===== config.mk =====
export PLATFORM = sky130hd
export DESIGN_NAME = nav_cmd_sequencer
export DESIGN_NICKNAME = d
export VERILOG_FILES = /design/src/rtl/nav_cmd_sequencer.sv
export SDC_FILE = /design/constraint.sdc
export NUM_CORES = 1
export LEC_CHECK = 0
export ABC_AREA = 1
export CAP_MARGIN = 15
export CORE_UTILIZATION = 41
export DETAILED_ROUTE_END_ITERATION = 12
export GPL_ROUTABILITY_DRIVEN = 0
export GPL_TIMING_DRIVEN = 0
export HOLD_SLACK_MARGIN = 0.12
export SLEW_MARGIN = 5
export SYNTH_ARGS = -nofsm -noshare
export SYNTH_HDL_FRONTEND = slang
export SYNTH_SLANG_ARGS = --single-unit

===== constraint.sdc =====
create_clock -name clk -period 2.9 [get_ports clk]
set_input_delay 0.87 -clock clk [delete_from_list [all_inputs] [get_ports clk]]
set_output_delay 0.87 -clock clk [all_outputs]
set_load 0.1 [all_outputs]

===== src/rtl/nav_cmd_sequencer.sv =====
// Host command sequencer: queues 16-bit nav commands in a DEPTH-entry FIFO, runs one at a time, acks on completion.
// strt_* and responses are registered one cycle after pop/completion; a push into a full FIFO (with no pop) is dropped and sets sticky ovfl.
module nav_cmd_sequencer #(
  parameter int DEPTH = 4
) (
  input  logic        clk,
  input  logic        rst_n,
  input  logic [15:0] cmd,
  input  logic        cmd_rdy,
  input  logic        cal_done,
  input  logic        mv_cmplt,
  input  logic        sol_cmplt,
  output logic        strt_cal,
  output logic        in_cal,
  output logic        strt_hdng,
  output logic        strt_mv,
  output logic        stp_lft,
  output logic        stp_rght,
  output logic [11:0] dsrd_hdng,
  output logic        cmd_md,
  output logic        send_resp,
  output logic [7:0]  resp,
  output logic        ovfl
);

  localparam int PW = $clog2(DEPTH);
  localparam int CW = PW + 1;
  localparam logic [CW-1:0] FULL_CNT = CW'(DEPTH);

  localparam logic [2:0] OP_CAL   = 3'b000;
  localparam logic [2:0] OP_HDNG  = 3'b001;
  localparam logic [2:0] OP_MOVE  = 3'b010;
  localparam logic [2:0] OP_SOLVE = 3'b011;

  localparam logic [7:0] RESP_ACK = 8'hA5;
  localparam logic [7:0] RESP_ILL = 8'hEE;

  typedef enum logic [2:0] {IDLE, CAL, HDNG, MOVE, SOLVE} state_t;
  state_t state;

  logic [15:0]   mem [DEPTH];
  logic [PW-1:0] wr_ptr;
  logic [PW-1:0] rd_ptr;
  logic [CW-1:0] count;
  logic          empty;
  logic          full;
  logic          pop;
  logic          push;
  logic [15:0]   head;
  logic [2:0]    head_op;
  logic          unused_head_bit;

  assign empty   = (count == '0);
  assign full    = (count == FULL_CNT);
  assign pop     = (state == IDLE) && !empty;
  // A pop frees the slot on the same edge, so a full FIFO can still accept.
  assign push    = cmd_rdy && (!full || pop);
  assign head    = mem[rd_ptr];
  assign head_op = head[15:13];
  assign unused_head_bit = head[12];

  always_ff @(posedge clk) begin
    if (push) mem[wr_ptr] <= cmd;
  end

  always_ff @(posedge clk or negedge rst_n) begin
    if (!rst_n) begin
      wr_ptr <= '0;
      rd_ptr <= '0;
      count  <= '0;
      ovfl   <= 1'b0;
    end else begin
      if (push) wr_ptr <= wr_ptr + PW'(1);
      if (pop)  rd_ptr <= rd_ptr + PW'(1);
      if (push && !pop)      count <= count + CW'(1);
      else if (pop && !push) count <= count - CW'(1);
      if (cmd_rdy && !push) ovfl <= 1'b1;
    end
  end

  always_ff @(posedge clk or negedge rst_n) begin
    if (!rst_n) begin
      state     <= IDLE;
      strt_cal  <= 1'b0;
      in_cal    <= 1'b0;
      strt_hdng <= 1'b0;
      strt_mv   <= 1'b0;
      stp_lft   <= 1'b0;
      stp_rght  <= 1'b0;
      dsrd_hdng <= 12'h000;
      cmd_md    <= 1'b1;
      send_resp <= 1'b0;
      resp      <= 8'h00;
    end else begin
      strt_cal  <= 1'b0;
      strt_hdng <= 1'b0;
      strt_mv   <= 1'b0;
      send_resp <= 1'b0;
      case (state)
        IDLE: begin
          if (pop) begin
            case (head_op)
              OP_CAL: begin
                state    <= CAL;
                strt_cal <= 1'b1;
                in_cal   <= 1'b1;
              end
              OP_HDNG: begin
                state     <= HDNG;
                strt_hdng <= 1'b1;
                dsrd_hdng <= head[11:0];
              end
              OP_MOVE: begin
                state    <= MOVE;
                strt_mv  <= 1'b1;
                stp_lft  <= head[1];
                stp_rght <= head[0];
              end
              OP_SOLVE: begin
                state  <= SOLVE;
                cmd_md <= 1'b0;
              end
              default: begin
                send_resp <= 1'b1;
                resp      <= RESP_ILL;
              end
            endcase
          end
        end
        CAL: begin
          if (cal_done) begin
            state     <= IDLE;
            in_cal    <= 1'b0;
            send_resp <= 1'b1;
            resp      <= RESP_ACK;
          end
        end
        HDNG, MOVE: begin
          if (mv_cmplt) begin
            state     <= IDLE;
            send_resp <= 1'b1;
            resp      <= RESP_ACK;
          end
        end
        SOLVE: begin
          if (sol_cmplt) begin
            state     <= IDLE;
            cmd_md    <= 1'b1;
            send_resp <= 1'b1;
            resp      <= RESP_ACK;
          end
        end
        default: state <= IDLE;
      endcase
    end
  end

endmodule


== Word-level counts from Yosys, hierarchy flattened ==
Memory sizes are Yosys's and may differ from the RTL's.
Cells that the tools add are included.

* Bits in registers: 39
* Bits in writable memories: 64
* Memories kept: 1

{| class="wikitable"
|+ Memory list
! name !! words !! bits a word !! rd ports !! clocked after memory_dff !! wr ports !! RTL line !! RTL
|-
| mem || 4 || 16 || 1 || 0 || 1 || 41 || <nowiki>logic [15:0] mem [DEPTH];</nowiki>
|}

* Add/subtract/negate cells: 4
* Reductions and logical operators: 25
* Equal/unequal tests: 16
* Mux-type cells: 39

{| class="wikitable"
|+ Operators by type and width
! cell !! count
|-
| $mux 8 || 5
|-
| $pmux 8 s4 || 1
|-
| $pmux 3 s4 || 2
|-
| $mux 1 || 22
|-
| $mux 3 || 6
|-
| $eq 3x2->1 const B || 4
|-
| $ne 2x2->1 const B || 5
|-
| $logic_not 3->1 || 3
|-
| $reduce_and 4->1 || 2
|-
| $eq 3x1->1 const B || 2
|-
| $eq 3x3->1 const B || 2
|-
| $reduce_and 3->1 || 2
|-
| $reduce_and 6->1 || 1
|-
| $reduce_bool 2->1 || 3
|-
| $logic_and 1x1->1 || 5
|-
| $ne 5x1->1 const B || 1
|-
| $reduce_and 5->1 || 1
|-
| $add 2x1->2 const B || 2
|-
| $logic_not 1->1 || 4
|-
| $ne 2x1->1 const B || 2
|-
| $pmux 1 s2 || 2
|-
| $pmux 1 s4 || 1
|-
| $reduce_bool 4->1 || 1
|-
| $reduce_or 4->1 || 1
|-
| other kinds (4) || 4
|}

== Longest topological paths before layout ==
Gate-level depths: netlist of the first run.

* Depth in word-level cells: 9
* Depth in mapped cells: 11
* Gate-level depth less buffers: 11

== Worst setup path before layout of the first run ==
Ideal clock, no wire load.

* Kind: reg-to-output
* Start: register, netlist name resp[6]
* End: output resp[3]
* Path buffers: 1
* Cell stages (with the launch flop): 2
* Required time: 2.030 ns
* Data arrival time: 1.357 ns
* Slack: 0.673 ns
* Path through: dfrtp_1 -> buf_4

{| class="wikitable"
|+ RTL lines
! item !! RTL line !! RTL
|-
| end, declared || 22 || <nowiki>output logic [7:0] resp,</nowiki>
|}

==> flow_metrics.py, run 1 <==
metrics = {
    "global_routing": {
        "antenna_violations_before_repair": 0,
        "global_route_wire_length_before_repair_mm": 11.8,
        "globalRoute.totalOverflow": 0,
        "grt_pass1_vias": 2434,
        "grt_util_all_layers": 0.159,
        "largest_net_degree_at_the_start_of_global_routing": 35,
    },
    "logic_synthesis": {
        "syn-instance-count": 333,
        "post_synth_num_cell_types": 32,
        "syn_area_per_cell_um2": 11.7,
        "yosys.area.top_type_share": 0.464,
        "yosys_warnings": 0,
        "ys_seq_elements": 94,
        "synth-seq-area-share": 0.683,
        "synthesis.nets": 361,
        "synthDominantAreaCellType": "sky130_fd_sc_hd__edfxtp_1",
        "netlist_area_um2": 3890,
        "post_synth_main_area_contributors": "sky130_fd_sc_hd__edfxtp_1 (46%), sky130_fd_sc_hd__dfrtp_1 (21%), sky130_fd_sc_hd__nand2_1 (6.0%)",
    },
    "timing": {
        "unrepaired_setup_endpoints_after_global_routing": "false",
        "slew_headroom": 0.349,
        "final_period_util": 0.984,
        "final.setup_skew_ns": 0.0142,
        "timing_max_transition_violations_final": 0,
        "period_minus_slack_ns": 2.85,
        "worst_pin_slew_ns": 0.973,
        "finalHoldViolations": 0,
        "max_freq_ghz": 0.350,
        "setup_violations": 0,
    },
    "clock_tree": {
        "clkLatencyLatePin_ns": 0.36,
        "cts-root-buf": "sky130_fd_sc_hd__clkbuf_8",
        "cts_num_sinks": 94,
        "worst_setup_hold_path_clk_slew_ns": 0.09,
        "tritoncts_clock_tree": "built",
        "cts_inserted_buffers": 9,
        "max-clock-path-buffers": 2,
        "htreeDepth": 3,
    },
    "detailed_routing": {
        "drt-total-wl_mm": 7.24,
        "number_of_drc_violations_after_detailed_routing": 0,
        "drt_first_iter_violations": 97,
        "route.detailed.wl_per_inst_um": 14.2,
        "postRouteAntennaNets": 0,
        "vias": 2505,
        "via_per_inst": 4.90,
        "firstDrtPassIters": 4,
    },
    "worst_setup_path": {
        "cp_arrival_ns": 1.98,
        "critical_path.endpoint_type": "primary output",
        "cp-start-kind": "flip-flop",
        "cp_data_required_time_ns": 2.03,
        "path_class": "reg -> out",
        "worstPathMaxFanout": 4,
    },
    "cells_and_area": {
        "fillCellCount": 818,
        "area.growth.synth_to_final_pct": 22.5,
        "post_route_cells_drive_above_1_share": 0.128,
        "layoutNonFillerInstCount": 511,
        "most_common_cell_after_layout_fill_and_taps_aside": "sky130_fd_sc_hd__nand2_1",
        "design.final.nets": 423,
        "final_cell_mix": "sky130_fd_sc_hd__nand2_1 (62), sky130_fd_sc_hd__edfxtp_1 (60), sky130_fd_sc_hd__clkdlybuf4s50_1 (43), sky130_fd_sc_hd__nor2_1 (35), sky130_fd_sc_hd__dfrtp_1 (33)",
        "diodes": 0,
    },
    "floorplan": {
        "placementRows": 35,
        "die-width_um": 99.4,
        "fp.coreArea_um2": 9200,
        "die_height_um": 99.4,
        "initial_cell_density_of_the_core": 0.423,
        "io-pin-count": 51,
        "die_outline_area_um2": 9870,
    },
    "worst_hold_path": {
        "timing.hold.worst.class": "reg -> reg",
    },
    "placed_design": {
        "dp_hpwl_mm": 5.03,
        "placed_cells_incl_taps": 495,
        "io_buffers": 48,
    },
    "job": {
        "timing.max_cap.violations": 0,
    },
    "status": {
        "status": "complete, no violations",
    },
}
-- repair_timing --
item / CTS / global route
resized for setup: 0 / 4
buffers inserted: 0 / 0
hold buffers: 0 / 0
endpoints found under the setup margin: 0 / 4
-- flip-flops by register name, indices dropped and copies added (netlist names), 2 cells and up --
| register | cells |
|---|---|
| rd_ptr | 2 |
| wr_ptr | 2 |
| resp | 3 |
| mem | 60 |
| count | 3 |
| state | 3 |
| dsrd_hdng | 12 |
-- worst paths after layout --
path / from / end / slack [ns] / cells after the start
max in group asynchronous: rst_n / in_cal / 1.84 / 1
worst max register to register: count[0] / count[1] / 0.63 / 8
worst max-delay path: resp[6] / resp[3] / 0.05 / 2
worst min register to register: cmd_md / cmd_md / 0.47 / 2
worst min-delay path: cmd_md / cmd_md / 0.47 / 2
min in group asynchronous: rst_n / strt_hdng / 0.58 / 1
-- logic make-up (layout without fill, tap and decap cells) --
kind of cell / count (synthesis) / count (layout) / synth area share
simple gates: 136 / 136 / 0.158
other cells: 1 / 1 / 0.000965
buf+inv: 46 / 113 / 0.0602
mux: 1 / 1 / 0.00290
flops: 94 / 94 / 0.683
fa+ha+maj: 6 / 6 / 0.0212
xor+xnor: 5 / 5 / 0.0113
compound gates: 44 / 44 / 0.0621
-- cell type report --
class | instances | area [µm²] | area share
Tap cell | 111 | 139 | 0.0292
Sequential cell | 94 | 2650 | 0.557
Inverter | 30 | 115 | 0.0242
Timing Repair Buffer | 51 | 527 | 0.111
Multi-Input combinational cell | 193 | 1010 | 0.212
Buffer | 16 | 119 | 0.0250
Clock buffer | 10 | 128 | 0.0268
Clock inverter | 6 | 71.3 | 0.0150
-- synthesized netlist by cell type --
library cell	number
sky130_fd_sc_hd__nand2_2	1
sky130_fd_sc_hd__nand3b_1	1
sky130_fd_sc_hd__nand3_2	3
sky130_fd_sc_hd__buf_2	2
sky130_fd_sc_hd__a21o_1	1
sky130_fd_sc_hd__inv_4	1
sky130_fd_sc_hd__a31o_2	1
sky130_fd_sc_hd__o22ai_1	12
sky130_fd_sc_hd__nor3b_1	1
sky130_fd_sc_hd__ha_1	5
sky130_fd_sc_hd__nand3_1	23
sky130_fd_sc_hd__dfstp_2	1
sky130_fd_sc_hd__nand2_1	62
sky130_fd_sc_hd__buf_4	5
sky130_fd_sc_hd__nor2_8	1
sky130_fd_sc_hd__edfxtp_1	60
sky130_fd_sc_hd__inv_2	3
sky130_fd_sc_hd__conb_1	1
sky130_fd_sc_hd__fa_1	1
sky130_fd_sc_hd__clkbuf_1	4
sky130_fd_sc_hd__inv_1	26
sky130_fd_sc_hd__a21oi_1	3
sky130_fd_sc_hd__dfrtp_1	33
sky130_fd_sc_hd__mux2_2	1
sky130_fd_sc_hd__xor2_1	4
sky130_fd_sc_hd__o21ai_0	27
sky130_fd_sc_hd__buf_6	5
sky130_fd_sc_hd__nor3_1	1
sky130_fd_sc_hd__nor2_1	39
sky130_fd_sc_hd__nor2_4	1
sky130_fd_sc_hd__xnor2_1	1
sky130_fd_sc_hd__nand2_4	3
-- per-stage QoR --
stage | cell area, µm² | hold WS (ns) | setup TNS (ns) | worst slack, ns | utilization
6_report | 4760 | 0.467 | 0 | 0.0450 | 0.518
2_1_floorplan | 3890 | 0.523 | 0 | 0.673 | -
5_1_grt | 4760 | 0.486 | 0 | 0.00158 | 0.518
4_1_cts | 4750 | 0.469 | 0 | 0.00345 | 0.517
3_5_place_dp | 4550 | 0.455 | 0 | 0.0606 | 0.495
3_3_place_gp | 4510 | 0.450 | -13.02 | -0.263 | 0.490
-- per-layer routing --
metal	GRT usage	vias up	routed length, µm
li1	-	1234	-
met1	0.220	1181	3490
met2	0.242	78	3210
met3	0.0288	12	385
met4	0.0814	0	153
met5	0	-	0
-- worst max-delay path: stages (launching register included) --
cell	delay, ns
sky130_fd_sc_hd__dfrtp_1	0.40
sky130_fd_sc_hd__buf_4	0.12
sky130_fd_sc_hd__clkdlybuf4s50_1	1.11
Power of run 1 is not shown: default switching activity piles up to over one toggle a cycle in this logic, so the estimate is an artifact.
==> run 2: changes to the inputs <==
Clock period 2.9 ns to 2.7 ns, I/O delays scaled along.
==> run 2 against run 1 <==
  * Sequential share of layout area is 0.15 points lower
  * Clock skew is essentially flat
  * Worst setup slack better by 0.0019 ns
  * Cell count unchanged
  * Critical path type unchanged
  * Sequential cell count unchanged
  * Final area grew 0.26%
  * Critical path depth decreased by 1
  * Register-to-register slack worse by 0.20 ns
==> flow_metrics.py, run 2 (synthesis gave the netlist of run 1 again) <==
metrics = {
    "status": {
        "status": "complete, no violations",
    },
    "placed_design": {
        "io_buffers": 48,
        "pre_cts_slack_ns": -0.0794,
        "dp_hpwl_mm": 5.03,
    },
    "floorplan": {
        "placementRows": 35,
        "initial_cell_density_of_the_core": 0.423,
        "die_height_um": 99.4,
        "fp.coreArea_um2": 9200,
        "io-pin-count": 51,
        "die_outline_area_um2": 9870,
        "die-width_um": 99.4,
    },
    "clock_tree": {
        "post-cts-setup-buffers": 0,
        "cts-root-buf": "sky130_fd_sc_hd__clkbuf_8",
        "cts_inserted_buffers": 9,
        "tritoncts_clock_tree": "built",
        "cts_num_sinks": 94,
        "postCtsHoldBufs": 0,
        "clkLatencyLatePin_ns": 0.36,
        "max-clock-path-buffers": 2,
        "worst_setup_hold_path_clk_slew_ns": 0.09,
        "htreeDepth": 3,
    },
    "cells_and_area": {
        "most_common_cell_after_layout_fill_and_taps_aside": "sky130_fd_sc_hd__nand2_1",
        "max_flop_register": "mem",
        "post_route_cells_drive_above_1_share": 0.128,
        "area.growth.synth_to_final_pct": 22.8,
        "top_regs": "mem (60), dsrd_hdng (12)",
        "final_cell_mix": "sky130_fd_sc_hd__nand2_1 (62), sky130_fd_sc_hd__edfxtp_1 (60), sky130_fd_sc_hd__nor2_1 (35), sky130_fd_sc_hd__dfrtp_1 (33), sky130_fd_sc_hd__o21ai_0 (27)",
        "diodes": 0,
        "design.final.nets": 423,
        "flip_flop_count_of_the_largest_register_all_copies_and_words_added": 60,
    },
    "worst_setup_path": {
        "worst_path_largest_cell_delay_ns": 1.14,
        "worstPathCellList": "clkdlybuf4s50_1",
        "timing.critical_path.max_delay_family": "buffers and inverters",
        "path_class": "reg -> out",
        "cp_arrival_ns": 1.84,
        "critical_path.endpoint_type": "primary output",
        "cp_data_required_time_ns": 1.89,
        "cp-start-kind": "flip-flop",
        "worstPathMaxFanout": 2,
        "critPathBufInv": 1,
        "critical-path-slowest-cell": "sky130_fd_sc_hd__clkdlybuf4s50_1",
    },
    "detailed_routing": {
        "postRouteAntennaNets": 0,
        "number_of_drc_violations_after_detailed_routing": 0,
        "drt_first_iter_violations": 96,
        "firstDrtPassIters": 4,
        "drt-total-wl_mm": 7.26,
        "route.detailed.wl_per_inst_um": 14.2,
        "via_per_inst": 4.91,
        "vias": 2507,
    },
    "job": {
        "timing.max_cap.violations": 0,
    },
    "timing": {
        "period_minus_slack_ns": 2.65,
        "max_freq_ghz": 0.377,
        "slew_headroom": 0.343,
        "unrepaired_setup_endpoints_after_global_routing": "false",
        "final_period_util": 0.983,
        "timing_max_transition_violations_final": 0,
        "worst_hold_slack_across_all_endpoints_ns": 0.467,
        "fin_ws_ns": 0.0469,
        "final.setup_skew_ns": 0.0145,
        "finalHoldViolations": 0,
        "setup_violations": 0,
        "worst_pin_slew_ns": 0.984,
    },
    "worst_hold_path": {
        "timing.hold.worst.class": "reg -> reg",
    },
    "global_routing": {
        "globalRoute.totalOverflow": 0,
        "global_route_wire_length_before_repair_mm": 11.9,
        "antenna_violations_before_repair": 0,
        "grt_pass1_vias": 2440,
        "grt_util_all_layers": 0.159,
        "largest_net_degree_at_the_start_of_global_routing": 35,
    },
}
-- run 2: layout make-up --
class / count / area (µm²)
Inverter: 30 / 115
Sequential cell: 94 / 2650
Tap cell: 111 / 139
Clock inverter: 6 / 71.3
Fill cell: 822 / 4420
Timing Repair Buffer: 51 / 539
Buffer: 16 / 119
Multi-Input combinational cell: 193 / 1010
Clock buffer: 10 / 128
-- run 2: path summary, 6_finish.rpt --
check / start / end / slack (ns) / depth (start not counted)
worst max-delay path: stp_rght / stp_rght / 0.05 / 1
worst min-delay path: cmd_md / cmd_md / 0.47 / 2
worst max register to register: count[0] / count[1] / 0.43 / 8
worst min register to register: cmd_md / cmd_md / 0.47 / 2
max in group asynchronous: rst_n / in_cal / 1.70 / 1
min in group asynchronous: rst_n / strt_hdng / 0.52 / 1
-- run 2: stage by stage --
step	std cells	TNS, ns	cell area [µm²]	util
finish	511	0	4770	0.519
global placement	492	-21.42	4510	0.490
detailed placement	495	-0.113	4550	0.495
CTS	511	0	4740	0.516
floorplan	333	0	3890	-
global route	511	0	4770	0.519
-- run 2: per-layer routing --
metal	GRT usage	vias up	wire, µm
li1	-	1235	-
met1	0.220	1182	3520
met2	0.243	78	3240
met3	0.0288	12	348
met4	0.0814	0	153
met5	0	-	0
-- run 2: repair_timing --
| action | in CTS | in global routing |
|---|---|---|
| pin swaps | 0 | 0 |
| gates resized for setup | 8 | 13 |
| setup endpoints to repair | 8 | 13 |
Power of run 2 is left out for the same reason.
==> run 3: changes to the inputs <==
Settings changed: CTS_CLUSTER_SIZE from default to 14.
==> results of run 3 <==
The final DEF is identical to that of run 2; final timing and power are the same.
Power of run 3 is left out for the same reason.
